$ cat config.mk
export PLATFORM = sky130hd
export DESIGN_NAME = pingpong_fifo_reader
export DESIGN_NICKNAME = d
export VERILOG_FILES = /design/src/rtl/pingpong_fifo_reader.sv
export SDC_FILE = /design/constraint.sdc
export NUM_CORES = 1
export LEC_CHECK = 0
export ABC_AREA = 1
export ABC_CLOCK_PERIOD_IN_PS = 3990
export CORE_MARGIN = 4
export CORE_UTILIZATION = 43
export CTS_CLUSTER_SIZE = 20
export DETAILED_ROUTE_END_ITERATION = 12
export PLACE_DENSITY = 0.76
export SLEW_MARGIN = 5
export SYNTH_ARGS = -nofsm -noshare
export SYNTH_HDL_FRONTEND = slang
export SYNTH_SLANG_ARGS = --single-unit
export TNS_END_PERCENT = 20
$ cat constraint.sdc
create_clock -name clk -period 3.99 [get_ports clk]
set_clock_uncertainty 0.05 [all_clocks]
set_input_delay 0.798 -clock clk [delete_from_list [all_inputs] [get_ports clk]]
set_output_delay 0.798 -clock clk [all_outputs]
set_load 0.05 [all_outputs]
$ cat src/rtl/pingpong_fifo_reader.sv
// Ping-pong FIFO read controller: drains fifo1/fifo2 on alternate lines,
// expands RGB565 to RGB888 and streams pixels through a 2-entry skid buffer.
module pingpong_fifo_reader #(
  parameter int LINE_PIXELS = 800,
  parameter int FRAME_LINES = 480,
  parameter int CNT_W       = 16
) (
  input  logic             clk,
  input  logic             rst_n,
  input  logic             i_frame_start,
  input  logic             i_work_en,
  input  logic             i_fifo1_empty,
  output logic             o_fifo1_rd_en,
  input  logic [15:0]      i_fifo1_rd_data,
  input  logic             i_fifo1_rd_data_vld,
  input  logic             i_fifo2_empty,
  output logic             o_fifo2_rd_en,
  input  logic [15:0]      i_fifo2_rd_data,
  input  logic             i_fifo2_rd_data_vld,
  output logic [23:0]      o_rgb,
  output logic             o_rgb_vld,
  input  logic             i_rgb_ready,
  output logic             o_line_end,
  output logic             o_frame_end,
  output logic             o_busy,
  output logic [CNT_W-1:0] o_underrun_cnt
);

  typedef enum logic [1:0] {
    S_IDLE  = 2'd0,
    S_READ  = 2'd1,
    S_DRAIN = 2'd2
  } state_t;

  localparam logic [CNT_W-1:0] LAST_PIX  = CNT_W'(LINE_PIXELS - 1);
  localparam logic [CNT_W-1:0] LINE_LEN  = CNT_W'(LINE_PIXELS);
  localparam logic [CNT_W-1:0] LAST_LINE = CNT_W'(FRAME_LINES - 1);
  localparam logic [CNT_W-1:0] CNT_ONE   = CNT_W'(1);

  state_t           r_state;
  state_t           w_state_next;
  logic             r_sel;        // 0 = fifo1, 1 = fifo2
  logic             r_rd_pend;    // read issued last cycle, data due now
  logic [CNT_W-1:0] r_issued;
  logic [CNT_W-1:0] r_pix_cnt;
  logic [CNT_W-1:0] r_line_cnt;
  logic [CNT_W-1:0] r_underrun;
  logic [1:0]       r_occ;
  logic [23:0]      r_head;
  logic [23:0]      r_tail;

  logic             w_sel_empty;
  logic             w_sel_vld;
  logic [15:0]      w_sel_data;
  logic [23:0]      w_rgb_in;
  logic             w_push;
  logic             w_pop;
  logic [1:0]       w_used;
  logic             w_room;
  logic             w_issue;
  logic             w_last_issue;
  logic             w_line_done;
  logic             w_frame_done;
  logic             w_next_line;
  logic             w_start;
  logic             w_underrun_hit;

  assign w_sel_empty = r_sel ? i_fifo2_empty       : i_fifo1_empty;
  assign w_sel_vld   = r_sel ? i_fifo2_rd_data_vld : i_fifo1_rd_data_vld;
  assign w_sel_data  = r_sel ? i_fifo2_rd_data     : i_fifo1_rd_data;

  assign w_rgb_in = {w_sel_data[15:11], w_sel_data[15:13],
                     w_sel_data[10:5],  w_sel_data[10:9],
                     w_sel_data[4:0],   w_sel_data[4:2]};

  assign w_push = w_sel_vld & (r_state != S_IDLE);
  assign w_pop  = (r_occ != 2'd0) & i_rgb_ready;

  // A slot freed by this cycle's pop counts as room, which keeps 1 pixel/clk.
  assign w_used = r_occ + {1'b0, r_rd_pend};
  assign w_room = (w_used - {1'b0, w_pop}) < 2'd2;

  assign w_issue = (r_state == S_READ) & ~w_sel_empty & i_work_en & w_room &
                   (r_issued < LINE_LEN);
  assign w_last_issue = w_issue & (r_issued == LAST_PIX);

  assign w_line_done  = (r_state == S_DRAIN) & w_pop & (r_pix_cnt == LAST_PIX);
  assign w_frame_done = w_line_done & (r_line_cnt == LAST_LINE);
  assign w_next_line  = w_line_done & ~w_frame_done;
  assign w_start      = (r_state == S_IDLE) & i_frame_start;

  assign w_underrun_hit = (r_state == S_READ) & w_sel_empty & (r_occ == 2'd0) &
                          ~r_rd_pend & i_work_en;

  always_ff @(posedge clk or negedge rst_n) begin
    if (!rst_n) begin
      r_state <= S_IDLE;
    end else begin
      r_state <= w_state_next;
    end
  end

  always_comb begin
    w_state_next = r_state;
    case (r_state)
      S_IDLE:  if (i_frame_start) w_state_next = S_READ;
      S_READ:  if (w_last_issue) w_state_next = S_DRAIN;
      S_DRAIN: if (w_line_done) w_state_next = w_frame_done ? S_IDLE : S_READ;
      default: w_state_next = S_IDLE;
    endcase
  end

  always_comb begin
    o_fifo1_rd_en = w_issue & ~r_sel;
    o_fifo2_rd_en = w_issue & r_sel;
    o_line_end    = w_line_done;
    o_frame_end   = w_frame_done;
    o_busy        = (r_state != S_IDLE);
  end

  always_ff @(posedge clk or negedge rst_n) begin
    if (!rst_n) begin
      r_sel      <= 1'b0;
      r_rd_pend  <= 1'b0;
      r_issued   <= '0;
      r_pix_cnt  <= '0;
      r_line_cnt <= '0;
      r_underrun <= '0;
    end else begin
      r_rd_pend <= w_issue;
      if (w_start) begin
        r_sel      <= 1'b0;
        r_issued   <= '0;
        r_pix_cnt  <= '0;
        r_line_cnt <= '0;
        r_underrun <= '0;
      end else begin
        if (w_issue) begin
          r_issued <= r_issued + CNT_ONE;
        end else if (w_next_line) begin
          r_sel      <= ~r_sel;
          r_issued   <= '0;
          r_line_cnt <= r_line_cnt + CNT_ONE;
        end
        if (w_pop) begin
          r_pix_cnt <= (r_pix_cnt == LAST_PIX) ? '0 : r_pix_cnt + CNT_ONE;
        end
        if (w_underrun_hit && (r_underrun != '1)) begin
          r_underrun <= r_underrun + CNT_ONE;
        end
      end
    end
  end

  // Head always holds the oldest pixel so o_rgb comes straight from a register.
  always_ff @(posedge clk or negedge rst_n) begin
    if (!rst_n) begin
      r_occ  <= 2'd0;
      r_head <= '0;
      r_tail <= '0;
    end else begin
      case ({w_push, w_pop})
        2'b10: begin
          if (r_occ == 2'd0) r_head <= w_rgb_in;
          else               r_tail <= w_rgb_in;
          r_occ <= r_occ + 2'd1;
        end
        2'b01: begin
          if (r_occ == 2'd2) r_head <= r_tail;
          r_occ <= r_occ - 2'd1;
        end
        2'b11: begin
          if (r_occ == 2'd1) begin
            r_head <= w_rgb_in;
          end else begin
            r_head <= r_tail;
            r_tail <= w_rgb_in;
          end
        end
        default: ;
      endcase
    end
  end

  assign o_rgb          = r_head;
  assign o_rgb_vld      = (r_occ != 2'd0);
  assign o_underrun_cnt = r_underrun;

endmodule

==> summary.md <==
| Metric | Value |
|---|---|
| Die height | 128 µm |
| Clock buffer depth | 2 |
| Core box area | 14,000 µm² |
| Cell family with most CP delay | simple AND/OR/NAND/NOR gates |
| EDFF count, synth | 0 |
| Largest net degree at the start of global routing | 54 |
| Initial DRC Count | 568 |
| R2R setup slack | 1.31 ns |
| Total wire length | 14.7 mm |
| Critical setup path kind | in2out |
| Vias in the first global route | 5,182 |
| Initial antenna violation count | 0 |
| Comb power frac | 41.0% |
| # clock sinks | 102 |
| H-tree Lvls | 3 |
| Setup TNS Final | 0 ns |
| Fin crit share | 82.0% |
| Unique masters post-synth | 36 |
| Min Clock Period, post-route | 3.27 ns |
| Synth area leader | dfrtp_1 |
| Most instantiated library cell after synthesis | nand2_1 |
| #FFs+latches synth | 102 |
| Met2 Usage GRT | 28.7% |
| Pwr Density | 510 nW/µm² |
| Worst IR Drop VDD | 233 µV |
| Final Hold Viols | 0 |
| Main synth FF type | dfrtp_1 |
| Layout cells sized above 1 | 7.31% |
| Syn Area/Cell | 7.23 µm² |
| WP data required | 3.14 ns |
| GR Layer Usage met3 | 4.25% |
| Clock root buffer | clkbuf_16 |
| Cts bufs inserted | 9 |
| Critical Path AT | 2.42 ns |
| Worst-skew pair later-pin latency | 0.35 ns |
| Switching Fraction | 42.3% |
| Maxcap violations | 0 |
| Post-cts resize count | 0 |
| Post-synth top area share | 41.1% |
| Routability Congestion | 0.900 |
| Final HPWL DP | 10.6 mm |
| R2r startpoint | r_occ[0] |
| FF-to-FF path depth | 10 |
| Detail Route Antenna Nets | 0 |
| Hold Crit Class | in2async |
| Cts hold-fix bufs | 0 |
| IO buf count | 86 |
| Area Growth Syn to Fin | 19.5% |
| Cell Area, Synth | 6210 µm² |
| Met1 GRT Util | 25.3% |
| Starting density of the core | 44.2% |
| RSZ-0062 raised after global routing | false |
| Reg2reg end | r_line_cnt[6] |
| Yosys Warn Count | 0 |
| Fmax | 0.306 GHz |
| Crit-path cells | clkdlybuf4s50_1 -> inv_1 -> nor2_4 -> nand2_2 -> nand3_2 -> nand4_1 -> nor2_1 -> buf_12 |
| List of most frequent post-synthesis cells | nand2_1 (272), dfrtp_1 (102), nand3_1 (94), nor2_1 (94), inv_1 (68) |
| Vias/cell | 5.11 |
| Status | complete, no violations |
| Leak pwr | 0.00356 µW |
| Slew Viols, Final | 0 |
| Sequential share of power | 37.2% |
| Max stage delay on crit path | 0.50 ns |
| Nature of the critical path endpoint | output port |
| Fin nets | 975 |
| Asr flop ratio synth | 100% |
| Drt drc | 0 |
| Actual slew at the worst max-slew pin | 0.743 ns |
| Die Wd | 128 µm |
| Vias post-DR | 5,667 |
| Post-synthesis sequential area ratio | 41.1% |
| Critical path's slowest cell | clkdlybuf4s50_1 |
| Pint | 2180 µW |
| Grt total ovfl | 0 |
| Buf/Inv on CP | 3 |
| Fillers | 1,289 |
| Main area contributors after synthesis | dfrtp_1 (41%), nand2_1 (16%), nand3_1 (7.6%), nor2_1 (5.7%), inv_1 (4.1%) |
| Avg WL per Cell | 13.3 µm |
| First-pass iteration count of the detailed router | 6 |
| CTS tree | built |
| Post-CTS Setup Bufs | 0 |
| Placed insts | 1,094 |
| CP startpoint | i_rgb_ready |
| Switch Pwr | 1600 µW |
| Crit start category | input pin |
| Mapped Cells | 859 |
| Die area | 16,400 µm² |
| GR peak layer | met2 |
| Synth Net Count | 909 |
| Crit-path max FO | 10 |
| Clk network pwr share | 21.9% |
| Worst slew margin | 50.4% |
| Ant. Diodes | 0 |
| FP Rows | 43 |
| CTS clk-pin slew, worst paths | 0.07 ns |
| # setup viols final | 0 |
| Ports | 87 |
| Total GRT Usage | 18.2% |
| Non-Filler Instances | 1,110 |
| Wire length of the first global-routing pass | 24.7 mm |
[how the worst max path moves through the flow]
stage	endpoint	slack, ns	cells after the start
2_1_floorplan	o_fifo1_rd_en	0.97	9
3_3_place_gp	o_fifo2_rd_en	0.76	8
3_5_place_dp	o_fifo1_rd_en	0.74	8
4_1_cts	o_fifo1_rd_en	0.73	8
5_1_grt	o_fifo2_rd_en	0.59	8
6_report	o_fifo1_rd_en	0.72	8
[worst reg2reg max path, stage by stage, from the launching register on]
cell     delay [ns]
dfrtp_1        0.43
inv_1          0.09
ha_1           0.27
inv_2          0.10
nand2_2        0.14
nor2_1         0.13
nand3_1        0.40
nand2_1        0.46
inv_1          0.31
nand2_1        0.14
nand2_1        0.06
[stage by stage]
| step | area, µm² | total power [µW] | hold slack, ns | util (%) | setup slack (ns) |
|---|---|---|---|---|---|
| global placement | 7150 | 2960 | 0.439 | 50.9 | 0.758 |
| finish | 7420 | 3780 | 0.409 | 52.9 | 0.718 |
| global route | 7420 | 4010 | 0.458 | 52.9 | 0.594 |
| CTS | 7420 | 3810 | 0.433 | 52.9 | 0.726 |
| floorplan | 6210 | 2550 | 0.421 | - | 0.967 |
| detailed placement | 7150 | 2980 | 0.445 | 50.9 | 0.736 |
[registers in the layout, indices dropped and copies added, names as in the netlist]
| register | flops |
|---|---|
| o_underrun_cnt | 16 |
| r_tail | 16 |
| r_line_cnt | 16 |
| o_rgb | 16 |
| r_issued | 16 |
| r_occ | 2 |
| r_rd_pend | 1 |
| r_sel | 1 |
| r_state | 2 |
| r_pix_cnt | 16 |
[layer usage]
layer	part of all wire, %	routed length [µm]
met5	0	0
met4	1.2	172
met3	5.1	744
met2	47	6910
met1	47	6880
[cells by family (layout without fill, tap and decap cells)]
family                   count (synthesis)  in the layout  synth area share (%)
flip-flops                             102            102                  41.1
buffers and inverters                  110            181                  8.38
XOR/XNOR                                18             18                  2.54
AND/OR/NAND/NOR                        546            546                  38.9
AO/OA/AOI/OAI                           74             74                  7.31
adder cells (fa/ha/maj)                  9              9                  1.81
[cells in the final DEF, fill, tap and decap left out, types with 2 or more instances in the layout]
master	netlist	final
nand2_1	272	272
dfrtp_1	102	102
nand3_1	94	94
nor2_1	94	94
clkdlybuf4s50_1	0	81
inv_1	68	68
a21oi_1	39	39
nand4_1	31	31
nor3_1	24	24
xor2_1	16	16
o21ai_0	14	14
o21ai_2	9	9
ha_1	9	9
clkbuf_16	0	9
nand2_2	7	7
buf_4	11	6
inv_2	5	5
or2_2	5	5
buf_12	0	5
nor2_4	4	4
nand3_2	4	4
nand3b_1	4	4
o21ai_1	3	3
nor2_2	2	2
nor4_1	2	2
a21oi_4	2	2
o22ai_1	2	2
xnor2_1	2	2
clkinvlp_4	0	2
clkinv_4	0	2
[layout make-up]
type | count | area, µm² | share of cell area [%]
clock buffers | 10 | 229 | 3.08
clock inverters | 6 | 46.3 | 0.624
inverters | 73 | 274 | 3.69
multi-input cells | 647 | 3140 | 42.3
flip-flops and latches | 102 | 2550 | 34.4
well taps | 180 | 225 | 3.03
repair buffers | 92 | 956 | 12.9
[power by group through the flow]
stage / Sequential [µW] / Clock [µW] / Combinational (µW)
4_1_cts: 1410 / 847 / 1560
6_report: 1410 / 827 / 1550
3_5_place_dp: 1420 / 0 / 1560
3_3_place_gp: 1420 / 0 / 1540
2_1_floorplan: 1690 / 0 / 863
5_1_grt: 1440 / 892 / 1680
(Power assumes the default switching activity.)
